`config.mk`:
```
export PLATFORM = sky130hd
export DESIGN_NAME = instr_loader_flat
export DESIGN_NICKNAME = d
export VERILOG_FILES = /design/src/rtl/instr_loader_if.sv /design/src/rtl/instr_loader.sv /design/src/flat_wrapper.sv
export SDC_FILE = /design/constraint.sdc
export NUM_CORES = 1
export LEC_CHECK = 0
export BUFFER_PORTS_ARGS = -buffer_cell sky130_fd_sc_hd__buf_4
export CAP_MARGIN = 5
export CORE_ASPECT_RATIO = 0.75
export CORE_UTILIZATION = 56
export DETAILED_ROUTE_END_ITERATION = 8
export GPL_TIMING_DRIVEN = 0
export HOLD_SLACK_MARGIN = 0.05
export PLACE_DENSITY_LB_ADDON = 0.3
export SLEW_MARGIN = 20
export SYNTH_ARGS = -nofsm -noshare
export SYNTH_HDL_FRONTEND = slang
export SYNTH_SLANG_ARGS = --single-unit
```
`constraint.sdc`:
```
create_clock -name clk -period 2.6 [get_ports clk]
set_input_delay 0.13 -clock clk [delete_from_list [all_inputs] [get_ports clk]]
set_output_delay 0.13 -clock clk [all_outputs]
set_load 0.01 [all_outputs]
```
`src/rtl/instr_loader_if.sv`:
```
// Byte-stream, instruction-memory and status signals of the instruction loader.
// master: the side that supplies the image and observes the loader.
// slave:  the loader itself.
interface instr_loader_if;
    logic        start;
    logic        byte_valid;
    logic [7:0]  byte_data;
    logic        byte_last;
    logic        byte_ready;
    logic        imem_we;
    logic [31:0] imem_addr;
    logic [31:0] imem_data;
    logic        cpu_n_rst;
    logic        busy;
    logic        done;
    logic        error;

    modport master (
        output start, byte_valid, byte_data, byte_last,
        input  byte_ready, imem_we, imem_addr, imem_data,
        input  cpu_n_rst, busy, done, error
    );

    modport slave (
        input  start, byte_valid, byte_data, byte_last,
        output byte_ready, imem_we, imem_addr, imem_data,
        output cpu_n_rst, busy, done, error
    );
endinterface

```
`src/rtl/instr_loader.sv`:
```
// Instruction loader: assembles a big-endian byte stream into 32-bit words,
// writes them to instruction memory at consecutive word addresses and keeps
// the pipeline core in reset until a complete image has been loaded.
// Optional feature macro: LOADER_CHECKSUM_EN -- after the byte_last word one
// extra checksum word is consumed (not written) and compared against the
// 32-bit wrap-around sum of all written words.
module instr_loader #(
    parameter int MAX_WORDS = 256
) (
    input  logic          clk,
    input  logic          n_rst,
    instr_loader_if.slave bus
);
    typedef enum logic [2:0] {IDLE, LOAD, WRITE, DONE, ERR} state_t;

    localparam logic [31:0] LAST_WORD = 32'(MAX_WORDS - 1);

    state_t      state;
    state_t      nxt;
    logic [31:0] word_cnt;
    logic [1:0]  byte_cnt;
    logic [23:0] asm_q;     // bytes 0..2 of the word being assembled
    logic        last_q;    // word sitting in WRITE carried byte_last
    logic [31:0] word;
    logic        xfer;
`ifdef LOADER_CHECKSUM_EN
    logic [31:0] sum_q;     // running sum of written words
    logic        chk_q;     // image done, now collecting the checksum word
`endif

    // Byte 3 completes the word straight from the input bus.
    always_comb begin
        word = {asm_q, bus.byte_data};
        xfer = bus.byte_valid && bus.byte_ready;
    end

    // Next-state decode.
    always_comb begin
        nxt = state;
        case (state)
            IDLE, DONE, ERR: begin
                if (bus.start) nxt = LOAD;
            end
            LOAD: begin
                if (xfer) begin
                    if (byte_cnt == 2'd3) begin
                        nxt = WRITE;
`ifdef LOADER_CHECKSUM_EN
                        if (chk_q) nxt = (word == sum_q) ? DONE : ERR;
`endif
                    end else if (bus.byte_last) begin
                        // image ended mid-word: drop the partial word
                        nxt = ERR;
                    end
                end
            end
            WRITE: begin
                if (last_q) begin
`ifdef LOADER_CHECKSUM_EN
                    nxt = LOAD;
`else
                    nxt = DONE;
`endif
                end else if (word_cnt == LAST_WORD) begin
                    nxt = ERR;
                end else begin
                    nxt = LOAD;
                end
            end
            default: nxt = IDLE;
        endcase
    end

    // State, counters, assembly datapath and registered outputs.
    always_ff @(posedge clk) begin
        if (!n_rst) begin
            state          <= IDLE;
            word_cnt       <= '0;
            byte_cnt       <= '0;
            asm_q          <= '0;
            last_q         <= 1'b0;
            bus.byte_ready <= 1'b0;
            bus.imem_we    <= 1'b0;
            bus.imem_addr  <= '0;
            bus.imem_data  <= '0;
            bus.cpu_n_rst  <= 1'b0;
            bus.busy       <= 1'b0;
            bus.done       <= 1'b0;
            bus.error      <= 1'b0;
`ifdef LOADER_CHECKSUM_EN
            sum_q          <= '0;
            chk_q          <= 1'b0;
`endif
        end else begin
            case (state)
                IDLE, DONE, ERR: begin
                    if (bus.start) begin
                        word_cnt <= '0;
                        byte_cnt <= '0;
                        asm_q    <= '0;
                        last_q   <= 1'b0;
`ifdef LOADER_CHECKSUM_EN
                        sum_q    <= '0;
                        chk_q    <= 1'b0;
`endif
                    end
                end
                LOAD: begin
                    if (xfer) begin
                        byte_cnt <= byte_cnt + 2'd1;
                        case (byte_cnt)
                            2'd0:    asm_q[23:16] <= bus.byte_data;
                            2'd1:    asm_q[15:8]  <= bus.byte_data;
                            2'd2:    asm_q[7:0]   <= bus.byte_data;
                            default: ;
                        endcase
                        if (nxt == WRITE) begin
                            bus.imem_data <= word;
                            bus.imem_addr <= {word_cnt[29:0], 2'b00};
                            last_q        <= bus.byte_last;
                        end
                    end
                end
                WRITE: begin
                    word_cnt <= word_cnt + 32'd1;
`ifdef LOADER_CHECKSUM_EN
                    sum_q    <= sum_q + bus.imem_data;
                    if (last_q) chk_q <= 1'b1;
`endif
                end
                default: ;
            endcase

            state          <= nxt;
            bus.byte_ready <= (nxt == LOAD);
            bus.imem_we    <= (nxt == WRITE);
            bus.busy       <= (nxt == LOAD) || (nxt == WRITE);
            bus.done       <= (nxt == DONE);
            bus.error      <= (nxt == ERR);
            bus.cpu_n_rst  <= (nxt == DONE);
        end
    end
endmodule

```
`src/flat_wrapper.sv`:
```
// flat-port wrapper written by rule: the top's interface ports become plain ports
module instr_loader_flat 
#(
    parameter int MAX_WORDS = 256
)
  (clk, n_rst, bus_start, bus_byte_valid, bus_byte_data, bus_byte_last, bus_byte_ready, bus_imem_we, bus_imem_addr, bus_imem_data, bus_cpu_n_rst, bus_busy, bus_done, bus_error);
  instr_loader_if bus_i ();
  input  logic clk;
  input  logic n_rst;
  input wire logic [$bits(bus_i.start)-1:0] bus_start;
  input wire logic [$bits(bus_i.byte_valid)-1:0] bus_byte_valid;
  input wire logic [$bits(bus_i.byte_data)-1:0] bus_byte_data;
  input wire logic [$bits(bus_i.byte_last)-1:0] bus_byte_last;
  output wire logic [$bits(bus_i.byte_ready)-1:0] bus_byte_ready;
  output wire logic [$bits(bus_i.imem_we)-1:0] bus_imem_we;
  output wire logic [$bits(bus_i.imem_addr)-1:0] bus_imem_addr;
  output wire logic [$bits(bus_i.imem_data)-1:0] bus_imem_data;
  output wire logic [$bits(bus_i.cpu_n_rst)-1:0] bus_cpu_n_rst;
  output wire logic [$bits(bus_i.busy)-1:0] bus_busy;
  output wire logic [$bits(bus_i.done)-1:0] bus_done;
  output wire logic [$bits(bus_i.error)-1:0] bus_error;
  assign bus_i.start = bus_start;
  assign bus_i.byte_valid = bus_byte_valid;
  assign bus_i.byte_data = bus_byte_data;
  assign bus_i.byte_last = bus_byte_last;
  assign bus_byte_ready = bus_i.byte_ready;
  assign bus_imem_we = bus_i.imem_we;
  assign bus_imem_addr = bus_i.imem_addr;
  assign bus_imem_data = bus_i.imem_data;
  assign bus_cpu_n_rst = bus_i.cpu_n_rst;
  assign bus_busy = bus_i.busy;
  assign bus_done = bus_i.done;
  assign bus_error = bus_i.error;
  instr_loader #(.MAX_WORDS(MAX_WORDS)) u_core (.clk(clk), .n_rst(n_rst), .bus(bus_i));
endmodule
```
### Word-level counts from Yosys, hierarchy flattened

Cells that the tools add are included.

* add/subtract/negate cells: 2
* multipliers: 0
* div/mod/pow operators: 0
* $lt $le $gt $ge: 0
* equality and inequality tests: 18
* shifts and indexed selects: 0
* multiplexer cells: 22
* bitwise logic cells: 0
* reductions and logical operators: 14

Operator list (count)
* 32-bit case mux with 2 select lines: 1
* 24-bit two-way mux: 2
* 24-bit case mux with 2 select lines: 1
* 32-bit by 1-bit adder with 32-bit output, second input constant: 1
* 32-bit by 8-bit equality test with 1-bit output, second input constant: 1
* 32-bit two-way mux: 1
* 8-bit two-way mux: 3
* 3-bit two-way mux: 6
* 4-bit AND reduction: 4
* 3-bit by 2-bit equality test with 1-bit output, second input constant: 4
* 3-bit case mux with 3 select lines: 1
* 2-bit inequality test, second input constant: 4
* 3-bit by 1-bit equality test with 1-bit output, second input constant: 2
* 3-bit equality test, second input constant: 2
* 3-bit AND reduction: 2
* 2-bit equality test, second input constant: 2
* 2-bit two-way mux: 2
* 2-bit by 1-bit inequality test with 1-bit output, second input constant: 2
* 2-bit case mux with 2 select lines: 1
* 2-bit nonzero test: 2
* 3-bit zero test: 1
* 1-bit two-way mux: 3
* 3-bit OR reduction: 1
* 2-bit by 1-bit adder with 2-bit output, second input constant: 1
* 6 further kinds: 6

* register bits after elaboration: 129
* bits in latches: 0
* RAM bits: 0
* bits in read-only memories: 0
* output and inout port bits: 70
* word-level logic and storage cells: 70
* memories: 0

### Depth between registers and ports, before layout

* word-level depth: 8
* mapped depth: 7
* depth with buffers taken out: 6

### Worst setup path before layout

Ideal clock, no wire load.

* kind: register -> register
* start: register u_core.byte_cnt[0]
* end: register u_core.bus.busy
* library setup time: 116 ps
* arrival: 1693 ps
* required time: 2484 ps
* slack: 790 ps
* cell stages (with the launch flop): 6
* buffers on the path: 0
* period minus slack after synthesis: 1810 ps
* cell sequence: dfxtp_1 -> ha_1 -> or4b_2 -> a21oi_1 -> a21oi_1 -> a31o_2

* cells in the longest elaborated chain, start to end: 6

Ends and longest elaborated chain
* from (decl): line instr_loader.sv:21 `logic [1:0] byte_cnt;`
* from (signal assigned): line instr_loader.sv:110 `byte_cnt <= byte_cnt + 2'd1;`
* 2-bit equality test *: line instr_loader.sv:46 `if (byte_cnt == 2'd3) begin`
* 3-bit two-way mux *: line instr_loader.sv:46
* 3-bit two-way mux *: line instr_loader.sv:45 `if (xfer) begin`
* 3-bit case mux with 3 select lines *: line instr_loader.sv:40 `case (state)`
* 3-bit by 1-bit equality test with 1-bit output or 3-bit by 2-bit equality test with 1-bit output (tied branches): line instr_loader.sv:137 `bus.busy <= (nxt == LOAD) || (nxt == WRITE);`
* 1-bit logical OR *: line instr_loader.sv:137
* to (signal assigned): line instr_loader.sv:137
* to (decl): line instr_loader_if.sv:27 `output cpu_n_rst, busy, done, error`

Mark *: on every way between the ends. The rest lies on a longest branch, timed or not.
A chain may end at the register's enable or synchronous reset.

### Worst setup path in the final report

* start: register u_core.state[0]
* end: register u_core.bus.imem_data[23]

* cells in the longest elaborated chain, start to end: 6

Ends and longest elaborated chain
* from (decl): line instr_loader.sv:18 `state_t state;`
* from (signal assigned): line instr_loader.sv:134 `state <= nxt;`
* 3-bit two-way mux: line instr_loader.sv:51 `end else if (bus.byte_last) begin`
* 3-bit two-way mux: line instr_loader.sv:46
* 3-bit two-way mux: line instr_loader.sv:45
* 3-bit case mux with 3 select lines: line instr_loader.sv:40
* 3-bit by 2-bit equality test with 1-bit output: line instr_loader.sv:117 `if (nxt == WRITE) begin`
* 3-bit AND reduction (no source line) *
* to (signal assigned): line instr_loader.sv:118 `bus.imem_data <= word;`
* to (decl): line instr_loader_if.sv:26 `output byte_ready, imem_we, imem_addr, imem_data,`

Marked as above.

==> summary.md <==
| Metric | Value |
|---|---|
| Run status | `finished clean` |
| Io pins | `83` |
| First-pass GRT wire length | `22,110 um` |
| Total iterations of the first detailed-routing run | `5` |
| Reg2reg setup slack | `0.19 ns` |
| Vias post-DR | `4,946` |
| Max-cap check violation count | `0` |
| Dpl ws | `0.3334 ns` |
| Worst setup path endpoint | `u_core.bus.imem_data[23]$_SDFFE_PN0P_` |
| EDFF count, synth | `0` |
| PnR worst setup slack | `0.1888 ns` |
| Slew headroom | `56.00%` |
| Ant diodes | `0` |
| Reg-to-reg endpoint | `u_core.bus.imem_data[23]$_SDFFE_PN0P_` |
| Sw frac | `23.27%` |
| Setup crit start kind | `flip-flop` |
| Clk pwr share | `52.8%` |
| Syn_area_per_cell | `8.456 um^2` |
| WL final | `13,760 um` |
| DPL Wire Length | `9401 um` |
| Post-route setup TNS | `0 ns` |
| GRT overflow | `0` |
| Area contributors post-synth | `dfxtp_1, nand2_1, a21oi_1, mux2i_1, nor2_1` |
| Power Dens Cells | `696.6 nW/um^2` |
| Share of the synthesized area in the top cell type | `48.86%` |
| Leakage power | `0.002617 uW` |
| Synth Cell Area | `5285 um^2` |
| Ys async rst share | `0%` |
| Setup violators final | `0` |
| Setup CP Type | `flip-flop to flip-flop` |
| Number of remaining DRC errors | `0` |
| Via density | `5.659` |
| Reg2reg start | `u_core.state[0]$_SDFF_PN0_` |
| CTS max path bufs | `2` |
| Inst Count DP | `833` |
| Hold path cells | `3` |
| Unrepaired setup endpoints after global routing | `false` |
| Pwr Total | `4702 uW` |
| Syn-to-layout area delta | `27.72%` |
| YS warnings | `0` |
| Logic pwr share | `4.5%` |
| GPL Wtd Cong | `0.8704` |
| Fillers | `677` |
| Clk sinks | `129` |
| Final Non-Filler Cells | `874` |
| CTS root buffer | `clkbuf_16` |
| Die Span Y | `86.13 um` |
| Post-CTS Setup Inserts | `0` |
| Final net count | `751` |
| Critical Path Fanout Max | `10` |
| Port bufs | `79` |
| CTS tree | `built` |
| Post-synthesis register bit count | `129` |
| Fin. Hold Viols | `0` |
| Share of layout cells above drive strength 1 | `17.69%` |
| Worst Setup SP | `u_core.state[0]$_SDFF_PN0_` |
| DIE AREA | `9834 um^2` |
| R2R depth | `7` |
| CTS buffer count | `17` |
| Largest net degree at the start of global routing | `17` |
| Tmin final | `2.411 ns` |
| Core area | `9121 um^2` |
| Post-synthesis sequential area ratio | `48.86%` |
| Reg power frac | `42.7%` |
| Rows | `30` |
| Worst Setup End Kind | `flip-flop` |
| Fmax achieved | `414.7 MHz` |
| Worst IR Drop VDD | `0.4715 mV` |
| Final worst clock skew | `0.008344 ns` |
| Later-pin clock latency in the skew report | `0.42 ns` |
| Starting Density | `57.94%` |
| Netlist cell types | `52` |
| Vias in the first global route | `4,575` |
| H-tree level count | `4` |
| Worst-margin pin slew | `0.6600 ns` |
| Starting DRT DRC Count | `324` |
| Yosys top cell by area | `dfxtp_1` |
| Initial antenna violation count | `0` |
| GRT Overall Usage | `29.19%` |
| DIE WIDTH | `114.2 um` |
| Final Slew Violations | `0` |
| Hold Path Class | `input port to flip-flop` |
| Top_reg_cell synth | `dfxtp_1` |
| CP arrival | `2.70 ns` |
| Clock slew seen by the registers of the worst setup and hold paths | `0.06 ns` |
| Remaining antenna violation count | `0` |
| P_int | `3608 uW` |
| Psw | `1094 uW` |
| Mapped Cells | `625` |
| Worst path required time | `2.89 ns` |
| Final worst path period share | `92.74%` |
| WL per Instance | `15.74 um` |
flip-flops by register name, indices dropped and copies added (netlist names):
signal                 cells
u_core.bus.imem_data      32
u_core.word_cnt           32
u_core.bus.imem_addr      30
u_core.asm_q              24
u_core.state               3
u_core.byte_cnt            2
u_core.bus.busy            1
u_core.bus.byte_ready      1
u_core.bus.cpu_n_rst       1
u_core.bus.error           1
u_core.bus.imem_we         1
u_core.last_q              1
cell type report:
| type | count | area (um^2) | area share [%] |
|---|---|---|---|
| Inverter | 7 | 26.28 | 0.3892 |
| Tap cell | 128 | 160.2 | 2.373 |
| Multi-Input combinational cell | 449 | 2511 | 37.20 |
| Sequential cell | 129 | 2582 | 38.26 |
| Clock buffer | 17 | 425.4 | 6.302 |
| Timing Repair Buffer | 88 | 683.2 | 10.12 |
| Buffer | 41 | 168.9 | 2.502 |
| Clock inverter | 15 | 192.7 | 2.854 |
synth_stat cells (2+ instances only):
| cell | number |
|---|---|
| a31oi_1 | 2 |
| o21ai_0 | 7 |
| mux2_1 | 5 |
| buf_4 | 4 |
| nor4_1 | 5 |
| xnor2_1 | 3 |
| o41ai_1 | 6 |
| nor2_1 | 57 |
| or3_1 | 2 |
| xor2_1 | 3 |
| nand2b_1 | 2 |
| and2_1 | 11 |
| o22ai_4 | 3 |
| mux2i_1 | 25 |
| buf_1 | 4 |
| a311oi_1 | 2 |
| dfxtp_1 | 129 |
| and4_1 | 3 |
| nand3_1 | 17 |
| nand4_1 | 12 |
| nor3_1 | 6 |
| nor4_4 | 2 |
| o31ai_1 | 3 |
| o2111ai_1 | 7 |
| nand2_1 | 151 |
| o21a_1 | 2 |
| and3_1 | 9 |
| clkbuf_1 | 33 |
| ha_1 | 5 |
| mux2_2 | 3 |
| a21oi_1 | 75 |
| inv_1 | 7 |
per-stage QoR:
step / instance area [um^2] / utilization, % / hold slack [ns]
after CTS: 6750 / 74.01 / 0.1547
after global placement: 6042 / 66.24 / 0.3958
after detailed placement: 6042 / 66.24 / 0.3987
after floorplan: 5289 / - / 0.2660
final: 6750 / 74.01 / 0.1776
after global routing: 6750 / 74.01 / 0.2007
layer usage:
| layer | wire length [um] | track usage [%] | part of all wire (%) | up-vias |
|---|---|---|---|---|
| met1 | 6009 | 37.66 | 44 | 2321 |
| met5 | 0 | 0 | 0 | - |
| met3 | 1130 | 9.329 | 8.2 | 43 |
| met4 | 360 | 13.11 | 2.6 | 0 |
| met2 | 6258 | 44.85 | 45 | 213 |
| li1 | - | - | - | 2369 |
worst min-delay path by stage:
stage,end,from,slack [ns]
after CTS,u_core.word_cnt[6]$_SDFFE_PN0P_,n_rst,0.15
final,u_core.word_cnt[6]$_SDFFE_PN0P_,n_rst,0.18
after floorplan,u_core.bus.imem_data[0]$_SDFFE_PN0P_,bus_byte_data[0],0.27
after detailed placement,u_core.bus.imem_data[0]$_SDFFE_PN0P_,bus_byte_data[0],0.40
after global placement,u_core.bus.imem_data[3]$_SDFFE_PN0P_,bus_byte_data[3],0.40
after global routing,u_core.word_cnt[6]$_SDFFE_PN0P_,n_rst,0.20
logic make-up after synthesis:
| group | synth area share (%) |
|---|---|
| and+or+nand+nor | 25.38 |
| AOI/OAI and AO/OA | 13.38 |
| muxes | 6.439 |
| DFF | 48.86 |
| buffers and inverters | 3.693 |
| xor gates and xnor gates | 0.9945 |
| adders and majority gates | 1.184 |
| other | 0.07095 |
cells in the final DEF (no fill, tap or decap), types with 11 or more instances in the layout:
cell type / n
nand4_1: 12
nand3_1: 17
nand2_1: 151
nor2_1: 57
buf_4: 83
and2_1: 11
clkbuf_1: 33
clkbuf_16: 17
mux2i_1: 25
dfxtp_1: 129
a21oi_1: 75
worst max-delay path: stages (launching register included):
cell      delay (ns)
dfxtp_1         0.47
nand2b_1        0.18
nor2_1          0.15
clkbuf_1        0.30
nand3_1         0.54
clkbuf_1        0.39
nand2_1         0.16
a21oi_1         0.08
power by group through the flow:
stage | Clock, uW | Sequential, uW | Combinational, uW
5_1_grt | 2580 | 2010 | 226
3_3_place_gp | 0 | 2050 | 187
3_5_place_dp | 0 | 2050 | 193
4_1_cts | 2500 | 2010 | 205
6_report | 2480 | 2010 | 211
2_1_floorplan | 0 | 2050 | 130
what timing repair did:
| action | 4_1_cts | 5_1_grt |
|---|---|---|
| resized for setup | 0 | 0 |
| hold buffers | 9 | 0 |
| endpoints found under the hold margin | 9 | 0 |
No activity file was read; power rests on OpenSTA's default activity.
